<file path="src/rtl/gyro_pkg.sv">
// Shared constants and state encoding for the L3G4200D SPI reader.
// Latency: none (definitions only).
// Backpressure: none (definitions only).
package gyro_pkg;

    localparam logic [7:0] REG_CTRL1   = 8'h20;
    localparam logic [7:0] REG_CTRL4   = 8'h23;
    localparam logic [7:0] REG_OUT_X_L = 8'h28;

    localparam logic [7:0] RD = 8'h80;
    localparam logic [7:0] MS = 8'h40;

    localparam int CFG_BYTES = 2;
    localparam int RD_BYTES  = 7;

    typedef enum logic [2:0] {
        IDLE,
        CFG1,
        CFG2,
        WAIT,
        READ
    } gyro_state_t;

endpackage

</file>
<file path="src/rtl/spi_byte_shifter.sv">
// Tick-driven SPI mode-3 byte shifter: full-duplex 8 bits, MSB first, sclk idles high.
// Latency: 16 ticks per byte; byte_end is held for the tick after the 8th rising edge.
// Backpressure: loading at the byte_end tick chains bytes seamlessly, otherwise it idles.
module spi_byte_shifter (
    input  logic       clk,
    input  logic       rst,
    input  logic       tick,
    input  logic       load,
    input  logic [7:0] tx_byte,
    input  logic       miso,
    output logic       sclk,
    output logic       mosi,
    output logic [7:0] rx_byte,
    output logic       byte_end
);
    typedef enum logic [2:0] {
        SH_IDLE,
        SH_LEAD,
        SH_LOW,
        SH_HIGH,
        SH_GAP
    } sh_state_t;

    sh_state_t  sh, sh_nxt;
    logic [6:0] tx_sr;
    logic [7:0] rx_sr;
    logic [2:0] bit_cnt;

    assign rx_byte  = rx_sr;
    assign byte_end = (sh == SH_GAP);

    always_ff @(posedge clk) begin
        if (!rst) sh <= SH_IDLE;
        else      sh <= sh_nxt;
    end

    always_comb begin
        sh_nxt = sh;
        if (tick) begin
            case (sh)
                SH_IDLE: if (load) sh_nxt = SH_LEAD;
                SH_LEAD: sh_nxt = SH_LOW;
                SH_LOW:  sh_nxt = (bit_cnt == 3'd7) ? SH_GAP : SH_HIGH;
                SH_HIGH: sh_nxt = SH_LOW;
                SH_GAP:  sh_nxt = load ? SH_LOW : SH_IDLE;
                default: sh_nxt = SH_IDLE;
            endcase
        end
    end

    // The first bit of a frame goes out with ss; later bits (including each
    // chained byte's MSB) change only on sclk falling.
    always_ff @(posedge clk) begin
        if (!rst) begin
            sclk    <= 1'b1;
            mosi    <= 1'b0;
            tx_sr   <= '0;
            rx_sr   <= '0;
            bit_cnt <= '0;
        end else if (tick) begin
            case (sh)
                SH_IDLE: if (load) begin
                    mosi    <= tx_byte[7];
                    tx_sr   <= tx_byte[6:0];
                    bit_cnt <= '0;
                end
                SH_LEAD: sclk <= 1'b0;
                SH_LOW: begin
                    sclk  <= 1'b1;
                    rx_sr <= {rx_sr[6:0], miso};
                end
                SH_HIGH: begin
                    sclk    <= 1'b0;
                    mosi    <= tx_sr[6];
                    tx_sr   <= {tx_sr[5:0], 1'b0};
                    bit_cnt <= bit_cnt + 3'd1;
                end
                SH_GAP: if (load) begin
                    sclk    <= 1'b0;
                    mosi    <= tx_byte[7];
                    tx_sr   <= tx_byte[6:0];
                    bit_cnt <= '0;
                end else begin
                    mosi <= 1'b0;
                end
                default: ;
            endcase
        end
    end

endmodule

</file>
<file path="src/rtl/gyro_spi_reader.sv">
// PmodGYRO SPI master: writes CTRL_REG1/CTRL_REG4 once, then burst-reads X/Y/Z every SAMPLE_PERIOD clocks.
// Latency: axis words and data_valid appear on the clock ss rises, 113 SCLK half-periods after ss falls.
// Backpressure: none; data_valid is a one-cycle strobe and outputs hold until the next read completes.
module gyro_spi_reader
    import gyro_pkg::*;
#(
    parameter int         CLK_DIV       = 4,
    parameter int         SAMPLE_PERIOD = 100000,
    parameter logic [7:0] CTRL1_VAL     = 8'h0F,
    parameter logic [7:0] CTRL4_VAL     = 8'h30
) (
    input  logic        clk,
    input  logic        rst,
    input  logic        en,
    input  logic        miso,
    output logic        mosi,
    output logic        sclk,
    output logic        ss,
    output logic [15:0] x_axis,
    output logic [15:0] y_axis,
    output logic [15:0] z_axis,
    output logic        data_valid,
    output logic        busy
);
    localparam int            DW       = (CLK_DIV > 1) ? $clog2(CLK_DIV) : 1;
    localparam int            SW       = $clog2(SAMPLE_PERIOD);
    localparam logic [DW-1:0] DIV_LAST = DW'(CLK_DIV - 1);
    localparam logic [SW-1:0] SMP_LAST = SW'(SAMPLE_PERIOD - 1);
    localparam logic [2:0]    CFG_LAST = 3'(CFG_BYTES - 1);
    localparam logic [2:0]    RD_LAST  = 3'(RD_BYTES - 1);
    localparam logic [7:0]    RD_CMD   = RD | MS | REG_OUT_X_L;

    gyro_state_t   state, state_nxt;
    logic [DW-1:0] div;
    logic          tick;
    logic [1:0]    hi_cnt;
    logic [2:0]    byte_idx;
    logic          cfg_done;
    logic [SW-1:0] smp_cnt;
    logic [7:0]    rx_buf [0:4];
    logic          load, frame_start, frame_end, byte_next;
    logic [7:0]    ld_byte;
    logic          byte_end;
    logic [7:0]    rx_byte;

    assign tick = (div == DIV_LAST);
    assign busy = ~ss | ~cfg_done;

    spi_byte_shifter u_shifter (
        .clk      (clk),
        .rst      (rst),
        .tick     (tick),
        .load     (load),
        .tx_byte  (ld_byte),
        .miso     (miso),
        .sclk     (sclk),
        .mosi     (mosi),
        .rx_byte  (rx_byte),
        .byte_end (byte_end)
    );

    always_ff @(posedge clk) begin
        if (!rst) state <= CFG1;
        else      state <= state_nxt;
    end

    always_comb begin
        state_nxt   = state;
        load        = 1'b0;
        ld_byte     = 8'h00;
        frame_start = 1'b0;
        frame_end   = 1'b0;
        byte_next   = 1'b0;
        case (state)
            CFG1, CFG2: if (tick) begin
                if (ss && hi_cnt == 2'd2) begin
                    frame_start = 1'b1;
                    load        = 1'b1;
                    ld_byte     = (state == CFG1) ? REG_CTRL1 : REG_CTRL4;
                end else if (!ss && byte_end) begin
                    if (byte_idx == CFG_LAST) begin
                        frame_end = 1'b1;
                        state_nxt = (state == CFG1) ? CFG2 : WAIT;
                    end else begin
                        byte_next = 1'b1;
                        load      = 1'b1;
                        ld_byte   = (state == CFG1) ? CTRL1_VAL : CTRL4_VAL;
                    end
                end
            end
            WAIT: begin
                if (!en) begin
                    state_nxt = IDLE;
                end else if (tick && hi_cnt == 2'd2 && smp_cnt == SMP_LAST) begin
                    frame_start = 1'b1;
                    load        = 1'b1;
                    ld_byte     = RD_CMD;
                    state_nxt   = READ;
                end
            end
            READ: if (tick && byte_end) begin
                if (byte_idx == RD_LAST) begin
                    frame_end = 1'b1;
                    state_nxt = en ? WAIT : IDLE;
                end else begin
                    byte_next = 1'b1;
                    load      = 1'b1;
                end
            end
            IDLE: if (en) state_nxt = WAIT;
            default: state_nxt = IDLE;
        endcase
    end

    always_ff @(posedge clk) begin
        if (!rst) begin
            div        <= '0;
            ss         <= 1'b1;
            hi_cnt     <= '0;
            byte_idx   <= '0;
            cfg_done   <= 1'b0;
            smp_cnt    <= '0;
            x_axis     <= '0;
            y_axis     <= '0;
            z_axis     <= '0;
            data_valid <= 1'b0;
            for (int i = 0; i < 5; i++) rx_buf[i] <= '0;
        end else begin
            div        <= tick ? '0 : div + DW'(1);
            data_valid <= 1'b0;

            if (frame_start) begin
                ss       <= 1'b0;
                hi_cnt   <= '0;
                byte_idx <= '0;
            end else if (frame_end) begin
                ss <= 1'b1;
            end else if (tick && ss && hi_cnt != 2'd2) begin
                hi_cnt <= hi_cnt + 2'd1;
            end

            if (byte_next) byte_idx <= byte_idx + 3'd1;

            // Period is measured from ss falling of a read; leaving IDLE
            // preloads the terminal count so the read starts on the next tick.
            if (frame_start || (frame_end && state == CFG2)) smp_cnt <= '0;
            else if (state == IDLE && en)                    smp_cnt <= SMP_LAST;
            else if (smp_cnt != SMP_LAST)                    smp_cnt <= smp_cnt + SW'(1);

            if (frame_end && state == CFG2) cfg_done <= 1'b1;

            if (state == READ && byte_next && byte_idx != 3'd0)
                rx_buf[byte_idx - 3'd1] <= rx_byte;

            // ZH arrives on the same tick as ss rises, so it bypasses rx_buf.
            if (state == READ && frame_end) begin
                x_axis     <= {rx_buf[1], rx_buf[0]};
                y_axis     <= {rx_buf[3], rx_buf[2]};
                z_axis     <= {rx_byte, rx_buf[4]};
                data_valid <= 1'b1;
            end
        end
    end

endmodule

</file>
<file path="config.mk">
export PLATFORM = sky130hd
export DESIGN_NAME = gyro_spi_reader
export DESIGN_NICKNAME = d
export VERILOG_FILES = /design/src/rtl/gyro_pkg.sv /design/src/rtl/spi_byte_shifter.sv /design/src/rtl/gyro_spi_reader.sv
export SDC_FILE = /design/constraint.sdc
export NUM_CORES = 1
export LEC_CHECK = 0
export CAP_MARGIN = 20
export CORE_UTILIZATION = 58
export CTS_BUF_LIST = sky130_fd_sc_hd__clkbuf_8
export DETAILED_ROUTE_END_ITERATION = 6
export GPL_ROUTABILITY_DRIVEN = 0
export PLACE_DENSITY = 0.82
export RECOVER_POWER = 100
export REMOVE_ABC_BUFFERS = 1
export SLEW_MARGIN = 20
export SYNTH_ARGS = -nofsm -noshare
export SYNTH_HDL_FRONTEND = slang
export SYNTH_SLANG_ARGS = --single-unit
</file>
<file path="constraint.sdc">
create_clock -name clk -period 2.9 [get_ports clk]
set_input_delay 0.58 -clock clk [delete_from_list [all_inputs] [get_ports clk]]
set_output_delay 0.58 -clock clk [all_outputs]
set_load 0.01 [all_outputs]
</file>
== After elaboration in Yosys (flattened, before gate mapping) ==
Memory sizes are Yosys's and may differ from the RTL's. A register that Yosys moved wholly into a read port is not among the register bits.
Index checks and enable logic that the tools add are counted.

* Flip-flop bits (word level): 69
* Latch bits: 0
* Memory bits (writable): 40
* Bits in read-only memories: 0
* Input port bits: 4
* Word-level logic and storage cells: 167
* Memories: 1

{| class="wikitable"
|+ Memory list
! memory !! depth !! bits a word !! rd ports !! clocked after memory_dff !! wr ports !! RTL line !! RTL
|-
| rx_buf || 5 || 8 || 5 || 5 || 5 || gyro_spi_reader.sv:40 || <nowiki>logic [7:0] rx_buf [0:4];</nowiki>
|}

* Add/sub/neg operators: 6
* Multipliers: 0
* Divide/modulo/power cells: 0
* $lt $le $gt $ge: 0
* Equality and inequality tests: 27
* Shifts and indexed selects: 0
* Muxes and demuxes: 69
* Bitwise gates (word level): 5
* Reductions and logical operators: 43

{| class="wikitable"
|+ Operators by type and width
! operator !! number
|-
| 2-to-1 mux 3 bit || 15
|-
| 2-to-1 mux 17 bit || 2
|-
| 2-to-1 mux 1 bit || 30
|-
| 2-to-1 mux 6 bit || 4
|-
| 2-to-1 mux 8 bit || 3
|-
| case mux 3 bit (4 select lines) || 2
|-
| adder 17 x 1 -> 17 bit (second input constant) || 1
|-
| equality test 17 bit (second input constant) || 1
|-
| != test 17 bit (second input constant) || 1
|-
| != test 2 bit (second input constant) || 8
|-
| case mux 8 bit (2 select lines) || 1
|-
| case mux 7 bit (2 select lines) || 1
|-
| equality test 3 x 2 -> 1 bit (second input constant) || 4
|-
| equality test 3 bit (second input constant) || 4
|-
| logical AND 1 bit || 12
|-
| OR reduction 2 bit || 6
|-
| equality test 3 x 1 -> 1 bit (second input constant) || 3
|-
| case mux 1 bit (3 select lines) || 3
|-
| AND reduction 3 bit || 3
|-
| nonzero test 3 bit || 3
|-
| AND reduction 8 bit || 1
|-
| nonzero test 2 bit || 4
|-
| OR reduction 8 bit || 1
|-
| 2-to-1 mux 7 bit || 1
|-
| 16 further kinds || 36
|}

== Logic depth before layout (Yosys ltp) ==
* Depth after elaboration: 13
* Gate-level depth with buffers: 9
* Mapped depth without buffers: 7

== Cells and area by module ==
A second synthesis with hierarchy kept.

* Cell total of the unflattened synthesis: 628
* Area, all modules: 6,093.3 um^2

{| class="wikitable"
|+ Modules (own cells, without submodules)
! module !! instances !! cells each !! area each (um^2)
|-
| gyro_spi_reader || 1 || 498 || 4,981.0
|-
| spi_byte_shifter || 1 || 130 || 1,112.3
|}

== Worst setup path after synthesis ==
No wires, ideal clock.

* Kind: reg2reg
* Start: register byte_idx[0]
* End: memory rx_buf[4][0], enable pin
* Setup time: 0.335 ns
* Arrival: 1.971 ns
* Path slack: 0.595 ns
* Stages on the path, launching flop included: 6
* Buffers on the path: 0
* Period minus slack after synthesis: 2.305 ns
* Cell sequence: dfxtp_1 -> inv_1 -> ha_1 -> nand3_1 -> a311oi_1 -> nand2b_1

{| class="wikitable"
|+ RTL lines
! element !! RTL line !! RTL
|-
| start: declaration || gyro_spi_reader.sv:37 || <nowiki>logic [2:0] byte_idx;</nowiki>
|-
| start signal: assignment || gyro_spi_reader.sv:142 || <nowiki>if (byte_next) byte_idx <= byte_idx + 3'd1;</nowiki>
|-
| end: declaration || gyro_spi_reader.sv:40 ||
|}

== Worst setup path in the final report ==
* Start: input rst
* End: register div[1]

* Word-level cells in the longest chain between the ends: 2

{| class="wikitable"
|+ RTL lines
! element !! RTL line !! RTL
|-
| start: declaration || gyro_spi_reader.sv:13 || <nowiki>input logic rst,</nowiki>
|-
| NOT 1 bit (no line) || n/a ||
|-
| OR reduction 2 bit (no line) || n/a ||
|-
| end signal: assignment || gyro_spi_reader.sv:129 || <nowiki>div <= tick ? '0 : div + DW'(1);</nowiki>
|-
| end: declaration || gyro_spi_reader.sv:34 || <nowiki>logic [DW-1:0] div;</nowiki>
|}

No other way between the ends.
A chain may end at the register's enable or synchronous reset.

==> run summary <==
In the routed design, unresolved DRC markers number 0. For the worst-skew pair, the clock arrives at the later sink with an insertion delay of 430 ps. The run gives 2 as the number of buffers on the longest clock path. Internal power comes to 2.84 mW. The total wirelength of the detailed-routed design is 11.9 mm, and the minimum clock period is 2590 ps. The Yosys step of the flow raised 0 warnings. The floorplan step defined a die boundary enclosing 10900 um^2. The transition time of the tightest slew-check pin is 1150 ps. The number of detailed-routing iterations run before antenna repair came out at 5.

The worst clock skew on the final layout was 10.3 ps; the clock-pin slew on the worst setup and hold paths was 80 ps. The finished layout holds 834 standard cells, fillers aside. Across the VDD grid, the largest voltage drop is 0.319 mV. Yosys mapped the design onto 65 distinct sky130hd cell types. The mapped netlist covers 6100 um^2. The initial utilization of the core area, before any placement, comes to 59.3%. The power density over the cells is 521 nW/um^2, and the clock net sink count is 141. Net switching is 22.4% of the power. For the via count of the first global-routing pass, the log shows 4438. Port buffering added 56 buffers. The run gives 56.5% as the sequential fraction of design power. Setup repair after global routing left no endpoint under its margin. Global routing used 23.4% of the available tracks across all layers. The via count normalized by instance count is 5.59, and the post-DP HPWL is 8.06 mm. The area growth from synthesis to layout came out at 15.1%. The portion of the clock cycle consumed by the worst path in the final layout was 89.4%; the number of buffers added for setup after CTS was 0. After synthesis, the largest family of logic cells by area is simple AND/OR/NAND/NOR gates.

Summing the areas of all compound-gate instances in the mapped netlist gives 13.8% of the synthesized area. The clock tree synthesis step divided the H-tree into 4 levels. In the final layout, the multi-input gates occupy 2570 um^2. The commonest cells after synthesis are 138 x nand2_1, 101 x dfxtp_1, 78 x a21oi_1. The run finished with clean final reports. For the sequential cell area, the log shows 3220 um^2. The share of total power dissipated in the clock network is 41.3%. The class of the tightest hold or removal check is flop to flop.

Setup violations remaining at the end of the flow were counted as 0. The required arrival time at the worst endpoint is 3170 ps. Setup total negative slack on the finished layout was measured at 0 ps.

The iteration-0 DRC count of the detailed router was 236; the share of Yosys cell area claimed by the top area cell type was 33.2%. The leakage power was 2.55 nW. The height of the die is 105 um. Entering global routing, the biggest net connects 50 pins. Among all cell types in the netlist, the one instantiated most often is nand2_1.

The via count came out at 4662. Static timing analysis puts the maximum clock frequency at 386 MHz. The largest total area in the synthesized netlist belongs to dfxtp_1. The final layout contains 699 nets. After synthesis, the share of cell area in mux cells is 1.50%.

The adder-cell share of the synthesized area was 2.05%. The total of cells resized after clock tree synthesis was 0; the fraction of synthesis flops using an asynchronous set or reset pin was 0%. The initialized floorplan defines 37 standard-cell rows. Summed over all layers, the global routing overflow is 0.

STA puts the critical path data arrival time at 2860 ps. The cell count after synthesis came out at 637. TritonCTS built the clock tree. The run gives 837 as the count of fill cells added during filler insertion. In this run, synthesis produced a sequential element count of 141. Clock tree synthesis inserted a total of 17 buffers.

Summing the areas of all and, or, nand and nor instances in the mapped netlist gives 23.4% of the synthesized area. Yosys mapped a number of flops with a built-in enable equal to 40. The highest net fanout along the worst path came out at 28. Cells with a size suffix above 1 make up 7.59% of the layout. Kind of end point of the critical path: a flop.

The fraction of synthesized cell area in xor and xnor cells came out at 2.15%. The logs give 0 for the initial antenna violation count and 23.5% for the relative slew slack. Summed over all nets, the switching power comes to 0.818 mW.

The number of top-level pins came out at 57. Ranked by total cell area, the synthesized netlist is headed by dfxtp_1 33%, edfxtp_1 20%, nand2_1 8.5%. The first global-routing pass estimated 20.6 mm of wire. The run gives 0 as the number of pins with negative max-slew slack in the final report. After synthesis, flip-flops and latches occupy 52.9% of the total area. Clock tree synthesis selected as its root buffer the cell clkbuf_8. Synthesized area divided by synthesized cell count: 9.57 um^2. The number of failing hold endpoints at the final stage was 0. The repair_antennas step left the layout with diodes totalling 0. In this run, placement finished with an instance count of 802. The run gives 0 as the remaining number of nets flagged by the antenna check after routing.

The most used flip-flop cell after synthesis is dfxtp_1. The core box area is 10300 um^2, and the average detailed-routed wire length per instance is 14.3 um. The die is 105 um wide.

For this design, the CTS-stage hold fixing added 0 buffers. The tool flagged a number of max-cap violations equal to 0. The type of the worst setup path is input port to flop. The worst setup path is launched from an input port. The proportion of power drawn by combinational gates came out at 2.2%.
[kinds of logic (layout without fill, tap and decap cells)]
family / count (synthesis) / count (layout)
DFF: 141 / 141
muxes: 9 / 9
buffers and inverters: 52 / 113
and+or+nand+nor: 278 / 278
xor gates and xnor gates: 15 / 15
AOI/OAI and AO/OA: 132 / 132
adders and majority gates: 10 / 10
[registers in the layout, summed over array words and instances (netlist names), 2 cells and up]
name               flops
smp_cnt               17
u_shifter.tx_sr        7
state                  3
u_shifter.sh           3
y_axis                16
z_axis                16
u_shifter.rx_byte      8
x_axis                16
hi_cnt                 2
div                    2
byte_idx               3
rx_buf                40
u_shifter.bit_cnt      3
[path summary, 6_finish.rpt]
check | slack (ps) | to | cells past startpoint | start
worst max-delay path | 310 | div[1] | 5 | rst
worst min-delay path | 430 | div[0] | 1 | div[0]
worst max register to register | 380 | u_shifter.tx_sr[5] | 7 | smp_cnt[0]
worst min register to register | 430 | div[0] | 1 | div[0]
[cell type report]
cell class	instances	share of cell area, %
clock buffers	17	3.33
clock inverters	15	2.07
inverters	11	0.588
flip-flops and latches	141	45.9
well taps	136	2.42
repair buffers	70	9.09
multi-input cells	444	36.6
[power by group through the flow]
| stage | registers (mW) | logic [mW] | clock network [mW] |
|---|---|---|---|
| finish | 2.06 | 0.0812 | 1.51 |
| global route | 2.07 | 0.0908 | 1.63 |
| CTS | 2.06 | 0.0835 | 1.54 |
| detailed placement | 2.11 | 0.0833 | 0 |
| global placement | 2.11 | 0.0793 | 0 |
| floorplan | 2.10 | 0.0531 | 0 |
[metal layers]
metal,track usage [%],wire (um),vias to the layer above
met5,0,0,-
met4,8.57,249,0
met3,5.93,561,22
met2,37.8,5690,133
met1,30.4,5440,2198
li1,-,-,2309
[cell usage in the layout (no fill, tap or decap), types with 15 or more instances in the layout]
cell,count
clkbuf_8,17
dfxtp_1,101
and2_0,24
nand3_1,15
dlygate4sd3_1,53
edfxtp_1,40
and2_1,21
nand2_1,138
nor2_1,18
a21oi_1,78
[metrics by stage]
| stage | area [um^2] | power [mW] | hold slack (ps) | utilization, % | setup slack, ps |
|---|---|---|---|---|---|
| 2_1_floorplan | 5880 | 2.16 | 408 | - | 221 |
| 3_3_place_gp | 6720 | 2.19 | 417 | 65.3 | 302 |
| 3_5_place_dp | 6720 | 2.19 | 425 | 65.3 | 239 |
| 4_1_cts | 7090 | 3.68 | 436 | 69.0 | 400 |
| 5_1_grt | 7020 | 3.79 | 453 | 68.3 | 124 |
| 6_report | 7020 | 3.65 | 431 | 68.3 | 308 |
[worst max-delay path, cell delays in order]
cell and delay, ps:
clkdlybuf4s50_1 460, buf_2 310, inv_1 460, clkbuf_1 900
nor3b_1 130
(Power assumes the default switching activity.)
